## src/rtl/div_unit_if.sv

```systemverilog
// Request/response bundle between execute control and the iterative divider.
// No latency of its own; pure wiring.
// The divider ignores start while busy; the requester holds off using busy.
interface div_unit_if #(parameter int WIDTH = 32);
   logic             start;
   logic [1:0]       op;
   logic [WIDTH-1:0] a;
   logic [WIDTH-1:0] b;
   logic             busy;
   logic             done;
   logic [WIDTH-1:0] result;

   modport master (output start, op, a, b, input busy, done, result);
   modport slave  (input start, op, a, b, output busy, done, result);
endinterface

```

## src/rtl/div_unit.sv

```systemverilog
// Iterative restoring divider for DIV/DIVU/REM/REMU, one quotient bit per cycle.
// Latency: WIDTH+1 cycles start->done; 1 cycle for divide-by-zero and signed overflow.
// No queueing: start while busy is dropped; the pipeline stalls on busy.
module div_unit #(
   parameter int WIDTH = 32
) (
   input logic       clk,
   input logic       reset,
   div_unit_if.slave bus
);
   localparam int CW = $clog2(WIDTH);

   typedef enum logic {IDLE, RUN} state_t;

   state_t           state, state_nxt;
   logic [CW-1:0]    count;
   logic [WIDTH-1:0] rem, quo, dvsr, result_r;
   logic             op_rem, neg_q, neg_r, done_r;

   logic             is_signed, sign_a, sign_b, b_zero, ovf, special;
   logic [WIDTH-1:0] abs_a, abs_b, spec_val;
   logic [WIDTH:0]   shifted, trial;
   logic [WIDTH-1:0] rem_nxt, quo_nxt, q_fin, r_fin;
   logic             accept, finish;

   // Operand decode for the request presented this cycle
   always_comb begin
      is_signed = ~bus.op[0];
      sign_a    = is_signed & bus.a[WIDTH-1];
      sign_b    = is_signed & bus.b[WIDTH-1];
      // the most negative value maps onto itself, which is its correct unsigned magnitude
      abs_a     = sign_a ? (~bus.a + 1'b1) : bus.a;
      abs_b     = sign_b ? (~bus.b + 1'b1) : bus.b;
      b_zero    = (bus.b == '0);
      ovf       = is_signed & (bus.a == {1'b1, {(WIDTH-1){1'b0}}}) & (&bus.b);
      special   = b_zero | ovf;
      if (b_zero)
         spec_val = bus.op[1] ? bus.a : '1;
      else
         spec_val = bus.op[1] ? '0 : bus.a;
   end

   // One restoring step plus the sign fix-up applied on the final step
   always_comb begin
      shifted = {rem, quo[WIDTH-1]};
      // partial remainder stays below the divisor, so bit WIDTH is a clean sign bit
      trial   = shifted - {1'b0, dvsr};
      if (!trial[WIDTH]) begin
         rem_nxt = trial[WIDTH-1:0];
         quo_nxt = {quo[WIDTH-2:0], 1'b1};
      end else begin
         rem_nxt = shifted[WIDTH-1:0];
         quo_nxt = {quo[WIDTH-2:0], 1'b0};
      end
      q_fin = neg_q ? (~quo_nxt + 1'b1) : quo_nxt;
      r_fin = neg_r ? (~rem_nxt + 1'b1) : rem_nxt;
   end

   // Next-state logic: accept only when idle, leave RUN after the last bit
   always_comb begin
      state_nxt = state;
      accept    = 1'b0;
      finish    = 1'b0;
      case (state)
         IDLE: begin
            if (bus.start) begin
               accept = 1'b1;
               if (!special) state_nxt = RUN;
            end
         end
         RUN: begin
            if (count == '0) begin
               finish    = 1'b1;
               state_nxt = IDLE;
            end
         end
      endcase
   end

   // State register
   always_ff @(posedge clk or posedge reset) begin
      if (reset) state <= IDLE;
      else       state <= state_nxt;
   end

   // Datapath: operand load, iteration, and registered result/done
   always_ff @(posedge clk or posedge reset) begin
      if (reset) begin
         count    <= '0;
         rem      <= '0;
         quo      <= '0;
         dvsr     <= '0;
         op_rem   <= 1'b0;
         neg_q    <= 1'b0;
         neg_r    <= 1'b0;
         result_r <= '0;
         done_r   <= 1'b0;
      end else begin
         done_r <= 1'b0;
         if (accept) begin
            if (special) begin
               result_r <= spec_val;
               done_r   <= 1'b1;
            end else begin
               rem    <= '0;
               quo    <= abs_a;
               dvsr   <= abs_b;
               count  <= CW'(WIDTH-1);
               op_rem <= bus.op[1];
               neg_q  <= sign_a ^ sign_b;
               neg_r  <= sign_a;
            end
         end else if (state == RUN) begin
            rem   <= rem_nxt;
            quo   <= quo_nxt;
            count <= count - 1'b1;
            if (finish) begin
               result_r <= op_rem ? r_fin : q_fin;
               done_r   <= 1'b1;
            end
         end
      end
   end

   assign bus.busy   = (state == RUN);
   assign bus.done   = done_r;
   assign bus.result = result_r;
endmodule

```

## src/flat_wrapper.sv

```systemverilog
// flat-port wrapper written by rule: the top's interface ports become plain ports
module div_unit_flat 
#(
   parameter int WIDTH = 32
)
  (clk, reset, bus_start, bus_op, bus_a, bus_b, bus_busy, bus_done, bus_result);
  div_unit_if #(.WIDTH(WIDTH)) bus_i ();
  input logic clk;
  input logic reset;
  input wire logic [$bits(bus_i.start)-1:0] bus_start;
  input wire logic [$bits(bus_i.op)-1:0] bus_op;
  input wire logic [$bits(bus_i.a)-1:0] bus_a;
  input wire logic [$bits(bus_i.b)-1:0] bus_b;
  output wire logic [$bits(bus_i.busy)-1:0] bus_busy;
  output wire logic [$bits(bus_i.done)-1:0] bus_done;
  output wire logic [$bits(bus_i.result)-1:0] bus_result;
  assign bus_i.start = bus_start;
  assign bus_i.op = bus_op;
  assign bus_i.a = bus_a;
  assign bus_i.b = bus_b;
  assign bus_busy = bus_i.busy;
  assign bus_done = bus_i.done;
  assign bus_result = bus_i.result;
  div_unit #(.WIDTH(WIDTH)) u_core (.clk(clk), .reset(reset), .bus(bus_i));
endmodule
```

## config.mk

```make
export PLATFORM = sky130hd
export DESIGN_NAME = div_unit_flat
export DESIGN_NICKNAME = d
export VERILOG_FILES = /design/src/rtl/div_unit_if.sv /design/src/rtl/div_unit.sv /design/src/flat_wrapper.sv
export SDC_FILE = /design/constraint.sdc
export NUM_CORES = 1
export LEC_CHECK = 0
export ABC_AREA = 1
export BUFFER_PORTS_ARGS = -buffer_cell sky130_fd_sc_hd__buf_2
export CAP_MARGIN = 20
export CORE_MARGIN = 2
export CORE_UTILIZATION = 62
export CTS_CLUSTER_SIZE = 24
export DETAILED_ROUTE_END_ITERATION = 12
export GPL_TIMING_DRIVEN = 0
export MAX_ROUTING_LAYER = met4
export PLACE_DENSITY_LB_ADDON = 0.3
export SYNTH_ARGS = -nofsm -noshare
export SYNTH_HDL_FRONTEND = slang
export SYNTH_SLANG_ARGS = --single-unit
```

## constraint.sdc

```tcl
create_clock -name clk -period 4.5 [get_ports clk]
set_input_delay 0.225 -clock clk [delete_from_list [all_inputs] [get_ports clk]]
set_output_delay 0.225 -clock clk [all_outputs]
set_load 0.005 [all_outputs]
```

* After elaboration in Yosys (flattened, before gate mapping)
Cells that the tools add are included.
Storage, ports and cells: register bits after elaboration 138, bits of input ports 69, word-level logic and storage cells 75
Cells by class: add/subtract/negate cells 6, equal/unequal tests 3, muxes and demuxes 35, bitwise operators 13, reduce and logical (&&, ||, !) cells 8
Operators by type and width (count):
- 32-bit 2-to-1 mux | 19
- 32-bit by 1-bit adder with 32-bit output, second input constant | 4
- 32-bit NOT | 4
- 33-bit by 32-bit subtractor with 33-bit output | 1
- 32-bit == test, second input constant | 1
- 32-bit logical NOT | 1
- 32-bit AND reduction | 1
- 5-bit 2-to-1 mux | 3
- 1-bit 2-to-1 mux | 12
- 5-bit logical NOT | 1
- 5-bit by 1-bit subtractor with 5-bit output, second input constant | 1
- 1-bit bitwise AND | 4
- 2-bit AND reduction | 2
- 2-bit nonzero test | 2
- 1-bit NOT | 3
- 3-bit AND reduction | 1
- 2-bit by 1-bit != test with 1-bit output, second input constant | 1
- 2-bit != test, second input constant | 1
- 1-bit case mux with 2 select lines | 1
- 1-bit bitwise OR | 1
- 1-bit XOR | 1

* Depth between registers and ports, before layout
Gate-level depths: netlist of the first run.
depth in word-level cells 9, depth in mapped cells 31, gate-level depth less buffers 29

* Worst setup path before layout of the first run
OpenSTA, ideal clock, no wires.
kind register to register, start point register u_core.dvsr[0], end point register u_core.result_r[26] (netlist: u_core.bus.result[26]), data arrival time 4015 ps, required time 4379 ps, setup slack 363 ps, stages on the path, launching flop included 31, buffers on the path 2, cells stage by stage dfrtp_1 > ha_1 > fa_1 > inv_1 > nand2_1 > nand2_1 > nand3_1 > nand2_2 > nand2_2 > nand2_4 > nand2_4 > nand2_4 > nand2_4 > nand2_4 > buf_12 > buf_8 > ha_1 > nand3_1 > nor3_1 > nand3_1 > nor3_1 > nand4_1 > nor2_1 > a21oi_1 > nor2_1 > o21ai_0 > or2_2 > nand3_1 > nand2_1 > nand2_1 > a21oi_1
On the way: longest elaborated chain between the ends 9, elaborated cells on any way between the ends 13, classes of those cells add/sub (3); mux (8); bitwise (2)
Ends and longest elaborated chain:
- start: declaration | RTL line div_unit.sv:17 | logic [WIDTH-1:0] rem, quo, dvsr, result_r;
- start signal: assignment | RTL line div_unit.sv:107 | dvsr <= abs_b;
- 33-bit by 32-bit subtractor with 33-bit output * | RTL line div_unit.sv:47 | trial = shifted - {1'b0, dvsr};
- 1-bit 2-to-1 mux / 32-bit 2-to-1 mux (equally long branches) | RTL line div_unit.sv:48 | if (!trial[WIDTH]) begin
- 32-bit NOT, on equally long branches | RTL line div_unit.sv:55, div_unit.sv:56
- 32-bit by 1-bit adder with 32-bit output, on equally long branches | RTL line div_unit.sv:55, div_unit.sv:56
- 32-bit 2-to-1 mux, on equally long branches | RTL line div_unit.sv:55, div_unit.sv:56
- 32-bit 2-to-1 mux * | RTL line div_unit.sv:118 | result_r <= op_rem ? r_fin : q_fin;
- 32-bit 2-to-1 mux * | RTL line div_unit.sv:117 | if (finish) begin
- 32-bit 2-to-1 mux * | RTL line div_unit.sv:113 | end else if (state == RUN) begin
- 32-bit 2-to-1 mux * | RTL line div_unit.sv:100 | if (accept) begin
- end signal: assignment | RTL line div_unit.sv:102 | result_r <= spec_val;
- end signal: assignment | RTL line div_unit.sv:118
- end: declaration | RTL line div_unit.sv:17
Mark *: on every way between the ends. The rest lies on a longest branch, timed or not. The select of a mux whose other input is x is not followed. A chain may end at the register's enable or synchronous reset.

* Final worst setup path of the first run
start point input port bus_a[0], end point register u_core.rem[28]
On the way: longest elaborated chain between the ends 6
Ends and longest elaborated chain:
- start: declaration | RTL line flat_wrapper.sv:12 | input wire logic [$bits(bus_i.a)-1:0] bus_a;
- 32-bit == test | RTL line div_unit.sv:35 | ovf = is_signed & (bus.a == {1'b1, {(WIDTH-1){1'b0}}}) & (&bus.b);
- 1-bit bitwise AND (2 in series) | RTL line div_unit.sv:35
- 1-bit bitwise OR | RTL line div_unit.sv:36 | special = b_zero | ovf;
- 2-bit != test (no source line)
- 2-bit AND reduction (no source line)
- end signal: assignment | RTL line div_unit.sv:114 | rem <= rem_nxt;
- end: declaration | RTL line div_unit.sv:17
Every way passes these cells.

==> impl_metrics.toml, run 1 <==
[sta]
hold_viol_final = 0
fmax_ghz = 0.232
tightest_slew_ns = 1.14
finClkSkew_ns = 0.0103
setup_viol = 0
drv_slew = 0
period_needed_ns = 4.32
slew_headroom_pct = 23.1
period_share_pct = 95.9
fin_ws_ns = 0.184
setup_tns_ns = 0

[drt]
vias = 15860
dr.pass1.iters = 9
avgRoutedWirePerCell_um = 18.3
drtAntennaViolNets = 0
drt_iter0_markers = 2367
viasPerCell = 5.97
drc = 0
drt_wl_total_mm = 48.5

[yosys]
ys_seq_elements = 138
synthMostInstantiatedCell = "nand2_1"
syn_avg_cell_area_um2 = 6.01
seq_area_frac_synth_pct = 25.7
yosys_warnings = 0
synthFlopType = "dfrtp_1"
synth-edff-count = 0
yosys.area.top_type = "dfrtp_1"
synthTopCellsByCount = "nand2_1 (674), inv_1 (316), nor2_1 (209)"
async_reset_ff_share_pct = 100
syn_area_mm2 = 0.0134
synth_top_area_share_pct = 25.7
syn-num-nets = 2345
yosysUniqueCellTypes = 49
syn_inst = 2236
synth_area_leaders = "dfrtp_1 (26%), nand2_1 (19%), inv_1 (8.8%)"

[critical_path]
path_cells = "buf_2 > inv_1 > ha_1 > nand4_1 > nor3_1 > nand4_1 > nor4_1 > nand4_1 > nand2_1 > nor2_2 > clkinv_1 > nand2_1 > clkinv_1 > clkbuf_1 > nand2_1 > o21ai_0"
end_kind = "register"
crit_type = "input port to register"
arrival_ns = 4.65
cp-start-kind = "input port"
cp_slowest_stage_delay_ns = 0.92
slowest_stage = "nor4_1"
worstPathMaxFanout = 10
crit_required_ns = 4.83

[clock_tree]
cts_tree = "yes"
cts_root_buf = "clkbuf_16"
clkTransAtPathRegs_ns = 0.06
htreeDepth = 4
cts_sinks = 138
clk_latency_ns = 0.44
cts_buffers = 17
clock_path_buffers = 2

[floorplan]
initial_core_util_pct = 63.5
num_io_pins = 103
dieArea_mm2 = 0.0229
coreArea_mm2 = 0.0212
std_cell_rows = 53
die_h_um = 151
dieWidth_um = 151

[place]
place_congestion = 1.05
post-dp-hpwl_mm = 38.3
io_buffers = 102
pre_cts_ws_ns = -0.673
dpl-instance-area_mm2 = 0.0143

[layout]
nets = 2475
post-route-util_pct = 71.1
final_area_mm2 = 0.0150
fillers = 1849
drive_above_1_share_pct = 11.3
area_growth_pct = 12.0

[job]
drv_cap = 0

[status]
outcome = "finished, final reports clean"

[global_route]
grt_max_degree = 102
antenna_found_initial = 1
grt_use_total_pct = 44.1
first_global_vias = 14410
overflow = 0
grt_pass1_wl_mm = 75.1

[hold_path]
hp-class = "input port to register"
[critical path, delay by kind of cell]
family | cells | cell delay [ns]
adder cells (fa/ha/maj) | 1 | 0.21
AO/OA/AOI/OAI | 1 | 0.13
buffers and inverters | 5 | 1.40
AND/OR/NAND/NOR | 9 | 2.66
[registers in the layout, summed over array words and instances (netlist names)]
register           cells
u_core.op_rem          1
u_core.count           5
u_core.neg_q           1
u_core.dvsr           32
u_core.bus.result     32
u_core.neg_r           1
u_core.bus.done        1
u_core.quo            32
u_core.rem            32
u_core.bus.busy        1
[final timing paths]
path                                                     end                         from  cells after the start  slack [ns]
max                               u_core.rem[28]$_DFFE_PP0P_                     bus_a[0]                     16        0.18
min                                 u_core.neg_q$_DFFE_PP0P_                    bus_b[31]                      2        0.11
max reg2reg                u_core.bus.result[26]$_DFFE_PP0P_  u_core.dvsr[25]$_DFFE_PP0P_                     26        0.22
min reg2reg                       u_core.dvsr[8]$_DFFE_PP0P_   u_core.dvsr[8]$_DFFE_PP0P_                      2        0.49
max in group asynchronous  u_core.bus.result[26]$_DFFE_PP0P_                        reset                      4        3.29
min in group asynchronous         u_core.dvsr[5]$_DFFE_PP0P_                        reset                      3        0.34
[cells in the final DEF (no fill, tap or decap), drive strengths merged, types with 12 or more instances in the layout]
| master | n |
|---|---|
| o211ai | 17 |
| nand2 | 718 |
| nand3 | 190 |
| o21ai | 201 |
| buf | 136 |
| nand4 | 32 |
| clkinv | 12 |
| o22ai | 32 |
| nor3 | 29 |
| xnor2 | 16 |
| nor2 | 225 |
| a21oi | 92 |
| inv | 329 |
| xor2 | 35 |
| ha | 39 |
| clkbuf | 73 |
| dfrtp | 138 |
[metal layers]
| layer | up-vias | wire length (um) | part of all wire [%] | global-route usage [%] |
|---|---|---|---|---|
| met4 | 0 | 1830 | 3.8 | 15.7 |
| li1 | 7447 | - | - | - |
| met1 | 7208 | 19700 | 41 | 58.8 |
| met5 | - | 0 | 0 | - |
| met2 | 1044 | 20600 | 42 | 63.9 |
| met3 | 161 | 6430 | 13 | 12.8 |
[stage by stage]
step / hold slack [ns] / cells
finish: 0.111 / 2656
global route: 0.111 / 2654
CTS: 0.0993 / 2653
detailed placement: 0.253 / 2614
global placement: 0.460 / 2613
floorplan: 0.372 / 2236
[what timing repair did]
| action | in CTS | in global routing |
|---|---|---|
| resized for setup | 13 | 3 |
| hold buffers | 1 | 0 |
| setup buffers | 8 | 0 |
| setup endpoints to repair | 9 | 6 |
| endpoints found under the hold margin | 37 | 0 |
| cloned | 0 | 1 |
| pin swaps | 9 | 5 |
[kinds of logic after synthesis]
group,count (synthesis),share of synthesized area [%]
fa+ha+maj,40,3.78
buf+inv,414,12.3
simple gates,1220,39.4
xor+xnor,51,3.33
compound gates,373,15.4
flops,138,25.7
[cell type report]
cell class / count / area (um^2) / share of cell area [%]
clock buffers: 18 / 429 / 2.85
diodes: 3 / 7.51 / 0.0499
well taps: 275 / 344 / 2.29
clock inverters: 13 / 169 / 1.12
inverters: 332 / 1250 / 8.32
plain buffers: 80 / 373 / 2.48
multi-input cells: 1685 / 8400 / 55.9
flip-flops and latches: 138 / 3450 / 23.0
repair buffers: 112 / 608 / 4.04
Power of run 1 is not shown: default switching activity piles up to over one toggle a cycle in this logic, so the estimate is an artifact.
==> run 2, diff against run 1 <==
--- a/config.mk
+++ b/config.mk
@@ -8,8 +8,10 @@
 export ABC_AREA = 1
 export BUFFER_PORTS_ARGS = -buffer_cell sky130_fd_sc_hd__buf_2
 export CAP_MARGIN = 20
+export CELL_PAD_IN_SITES_DETAIL_PLACEMENT = 1
+export CELL_PAD_IN_SITES_GLOBAL_PLACEMENT = 2
 export CORE_MARGIN = 2
-export CORE_UTILIZATION = 62
+export CORE_UTILIZATION = 33
 export CTS_CLUSTER_SIZE = 24
 export DETAILED_ROUTE_END_ITERATION = 12
 export GPL_TIMING_DRIVEN = 0
==> constraint.sdc (replaced) <==
create_clock -name clk -period 4.06 [get_ports clk]
set_input_delay 0.203 -clock clk [delete_from_list [all_inputs] [get_ports clk]]
set_output_delay 0.203 -clock clk [all_outputs]
set_load 0.005 [all_outputs]
==> run 2 against run 1 <==
Against the previous run:
- flip-flop and latch count unchanged
- critical path depth up 13
- global-route usage down 15 points
- critical path type is now register to register
- highest routed layer unchanged
- utilization down 32 points
- clock-buffer cell count up 1
==> impl_metrics.toml, run 2 (synthesis results as in run 1) <==
[clock_tree]
cts_buffers = 17
htreeDepth = 4
clock_path_buffers = 2
cts_sinks = 138
cts_root_buf = "clkbuf_16"
cts_tree = "yes"
clk_latency_ns = 0.47
clkTransAtPathRegs_ns = 0.07

[place]
dp_cells = 2865
post-dp-hpwl_mm = 47.5
io_buffers = 102
dpl-instance-area_mm2 = 0.0146
pre_cts_ws_ns = -0.965
place_congestion = 0.937

[critical_path]
cp-start-kind = "register"
worstRegToRegCells = 29
cp_slowest_stage_delay_ns = 0.43
crit_required_ns = 4.45
slowest_stage = "dfrtp_1"
worstSetupEndpoint = "u_core.bus.result[28]$_DFFE_PP0P_"
worstReg2RegStart = "u_core.dvsr[0]$_DFFE_PP0P_"
arrival_ns = 4.39
crit_type = "register to register"
worstPathMaxFanout = 3
worst_r2r_endpoint = "u_core.bus.result[28]$_DFFE_PP0P_"
crit_start = "u_core.dvsr[0]$_DFFE_PP0P_"
end_kind = "register"
rrSetupSlack_ns = 0.07

[drt]
drc = 0
dr.pass1.iters = 6
drt_iter0_markers = 975
avgRoutedWirePerCell_um = 20.0
viasPerCell = 5.32
drtAntennaViolNets = 0
drt_wl_total_mm = 58.5
vias = 15588

[global_route]
grt_pass1_wl_mm = 90.9
grt_util_met1_pct = 41.2
first_global_vias = 15431
top_usage_layer = "met2"
met3_usage_pct = 3.47
grtUsageMet2_pct = 44.4
grt_use_total_pct = 29.1
grt_max_degree = 76
antenna_found_initial = 1
overflow = 0

[layout]
seq_area_mm2 = 0.00345
multi_input_area_mm2 = 0.00858
final_common_cell = "nand2_1"
drive_above_1_share_pct = 13.9
post-route-util_pct = 39.5
diodes = 0
final_area_mm2 = 0.0157
area_growth_pct = 17.3
fillers = 5398
nets = 2502
layout_common_cells = "nand2_1 (668), inv_1 (302), nor2_1 (207), o21ai_0 (184), nand3_1 (182)"
final_cells = 2930

[floorplan]
die_h_um = 206
initial_core_util_pct = 33.6
num_io_pins = 103
dieArea_mm2 = 0.0423
coreArea_mm2 = 0.0399
dieWidth_um = 206
std_cell_rows = 73

[sta]
period_share_pct = 98.3
rsz0062_at_grt = "yes"
slew_headroom_pct = 41.6
hold_viol_final = 0
tightest_slew_ns = 0.875
fin_ws_ns = 0.0680
setup_viol = 0
period_needed_ns = 3.99
drv_slew = 0
fmax_ghz = 0.250
finClkSkew_ns = 0.0174

[hold_path]
hp-class = "input port to register"

[status]
outcome = "finished, final reports clean"

[job]
drv_cap = 0
## run 2: through the flow
stage,hold WS [ns],setup TNS (ns)
final,0.0500,0
after global routing,0.0578,-0.354
after CTS,0.0322,-0.206
after detailed placement,0.336,-8.61
after global placement,0.462,-285.98
after floorplan,0.350,0
## run 2: timing repair
action	in CTS	in global routing
endpoints found under the hold margin	63	0
hold buffers	1	0
setup buffers	26	10
pin swaps	23	18
resized for setup	39	37
endpoints found under the setup margin	11	24
cloned	1	0
## run 2: how the worst min path moves through the flow
stage | start | end | slack, ns | cells after the start
detailed placement | reset | u_core.dvsr[8]$_DFFE_PP0P_ | 0.34 | 2
CTS | bus_b[31] | u_core.neg_q$_DFFE_PP0P_ | 0.03 | 2
finish | bus_b[31] | u_core.neg_q$_DFFE_PP0P_ | 0.05 | 2
global route | bus_b[31] | u_core.neg_q$_DFFE_PP0P_ | 0.06 | 2
floorplan | bus_b[31] | u_core.dvsr[31]$_DFFE_PP0P_ | 0.35 | 2
global placement | u_core.bus.result[15]$_DFFE_PP0P_ | u_core.bus.result[15]$_DFFE_PP0P_ | 0.46 | 2
## run 2: final cells by class
class                      count  share of cell area [%]
clock buffer                  19                    2.81
tap                          525                    4.17
timing repair buffer         139                    5.20
clock inverter                12                    1.03
inverter                     332                    8.00
multi-input combinational   1685                    54.5
buffer                        80                    2.38
sequential                   138                    21.9
## run 2: critical path: cells and delay by family, from the launching register on
family	cells	cell delay (ns)
compound gates	5	0.55
fa+ha+maj	3	0.72
buf+inv	2	0.20
flops	1	0.43
simple gates	19	2.00
## run 2: metal layers
layer | vias to the layer above | wire, um
met5 | - | 0
met4 | 0 | 930
met3 | 47 | 2730
met2 | 348 | 26400
met1 | 7706 | 28500
li1 | 7487 | -
Power of run 2 is left out for the same reason.
==> run 3, diff against run 2 <==
--- a/config.mk
+++ b/config.mk
@@ -17,6 +17,7 @@
 export GPL_TIMING_DRIVEN = 0
 export MAX_ROUTING_LAYER = met4
 export PLACE_DENSITY_LB_ADDON = 0.3
+export REMOVE_ABC_BUFFERS = 1
 export SYNTH_ARGS = -nofsm -noshare
 export SYNTH_HDL_FRONTEND = slang
 export SYNTH_SLANG_ARGS = --single-unit
==> run 3 against run 2 <==
Against the previous run:
- flip-flop and latch count unchanged
- utilization fell by 0.13 points
- sequential share of layout area rose by 0.081 points
- largest cell class unchanged
==> impl_metrics.toml, run 3 (synthesis results as in run 1) <==
[floorplan]
std_cell_rows = 73
num_io_pins = 103
die_h_um = 206
initial_core_util_pct = 33.6
coreArea_mm2 = 0.0399
dieWidth_um = 206
dieArea_mm2 = 0.0423

[sta]
drv_slew = 0
period_share_pct = 97.5
fmax_ghz = 0.253
hold_viol_final = 0
slew_headroom_pct = 25.6
period_needed_ns = 3.96
setup_viol = 0
whs_ns = 0.0800
fin_ws_ns = 0.102
tightest_slew_ns = 1.11
rsz0062_at_grt = "yes"
finClkSkew_ns = 0.0107

[critical_path]
crit_top_cell = "nand2_1"
crit_required_ns = 4.41
worstRegToRegCells = 25
crit_start = "u_core.rem[28]$_DFFE_PP0P_"
rrSetupSlack_ns = 0.10
crit_buf_inv = 1
crit_family = "simple AND/OR/NAND/NOR gates"
arrival_ns = 4.31
end_kind = "register"
worstPathMaxFanout = 5
slowest_stage = "dfrtp_1"
worstReg2RegStart = "u_core.rem[28]$_DFFE_PP0P_"
cp-start-kind = "register"
crit_type = "register to register"
cp_slowest_stage_delay_ns = 0.42
worst_r2r_endpoint = "u_core.bus.result[26]$_DFFE_PP0P_"

[drt]
drtAntennaViolNets = 0
avgRoutedWirePerCell_um = 18.4
vias = 14801
dr.pass1.iters = 4
viasPerCell = 5.18
drt_iter0_markers = 809
drc = 0
drt_wl_total_mm = 52.7

[global_route]
antenna_found_initial = 0
overflow = 0
grt_max_degree = 75
grt_pass1_wl_mm = 83.6
first_global_vias = 14946
grt_use_total_pct = 26.3

[place]
place_congestion = 0.892
pre_cts_ws_ns = -2.02
io_buffers = 102
post-dp-hpwl_mm = 39.8

[layout]
layout_common_cells = "nand2_1 (664), inv_1 (311), nor2_1 (203), o21ai_0 (184), nand3_1 (180)"
final_common_cell = "nand2_1"
drive_above_1_share_pct = 13.9
area_growth_pct = 16.9
diodes = 0
nets = 2428

[clock_tree]
htreeDepth = 4
cts_sinks = 138
clk_latency_ns = 0.46
clkTransAtPathRegs_ns = 0.07
clock_path_buffers = 2
cts_root_buf = "clkbuf_16"
cts_buffers = 17
cts_tree = "yes"

[hold_path]
min_to = "u_core.quo[31]$_DFFE_PP0P_"
hp-start = "bus_a[31]"
hold_depth = 3
hp-class = "input port to register"

[job]
drv_cap = 0

[status]
outcome = "finished, final reports clean"
[run 3: cell types whose count changed in the layout (fill, tap and decap cells not counted), moves of 7 or more]
cell	delta
inv_2	-9
buf_2	-7
buf_4	-12
inv_1	+9
clkbuf_1	-55
buf_1	-7
[run 3: per-layer routing]
layer | vias to the layer above | global-route usage [%] | part of all wire, %
li1 | 7348 | - | -
met1 | 7216 | 35.4 | 49
met2 | 185 | 41.4 | 46
met3 | 52 | 3.71 | 2.9
met4 | 0 | 6.71 | 1.9
met5 | - | - | 0
[run 3: final cells by class]
cell class              count  area [um^2]
clock inverters            15          249
well taps                 525          657
clock buffers              17          425
flip-flops and latches    138         3450
fillers                  5290        24200
multi-input cells        1689         8680
repair buffers            141          962
inverters                 332         1270
[run 3: what timing repair did]
item	CTS	global route
cloned	3	2
setup buffers	17	12
resized for setup	43	34
hold buffers	1	0
endpoints found under the setup margin	110	38
hold endpoints to repair	64	0
pin swaps	22	22
[run 3: tightest hold or removal path, cell delays in order]
cell and delay (ns):
buf_2 0.14, nand3_1 0.09, a22oi_1 0.06
[run 3: stage by stage]
| stage | setup TNS, ns | utilization, % | instance area (um^2) | instances |
|---|---|---|---|---|
| 3_3_place_gp | -883.79 | 35.5 | 14200 | 2781 |
| 4_1_cts | -0.391 | 38.7 | 15500 | 2844 |
| 6_report | 0 | 39.3 | 15700 | 2857 |
| 3_5_place_dp | -148.38 | 36.2 | 14400 | 2792 |
| 2_1_floorplan | -95.04 | - | 13000 | 2154 |
| 5_1_grt | -0.586 | 39.3 | 15700 | 2857 |
[run 3: how the worst max path moves through the flow]
stage | endpoint | slack, ns | cells past startpoint
final | u_core.bus.result[26]$_DFFE_PP0P_ | 0.10 | 25
after global routing | u_core.bus.result[26]$_DFFE_PP0P_ | -0.15 | 29
after CTS | u_core.bus.result[26]$_DFFE_PP0P_ | -0.14 | 29
after detailed placement | u_core.quo[28]$_DFFE_PP0P_ | -2.02 | 17
after global placement | u_core.quo[28]$_DFFE_PP0P_ | -7.32 | 9
after floorplan | u_core.quo[28]$_DFFE_PP0P_ | -2.02 | 9
Power of run 3 is left out for the same reason.
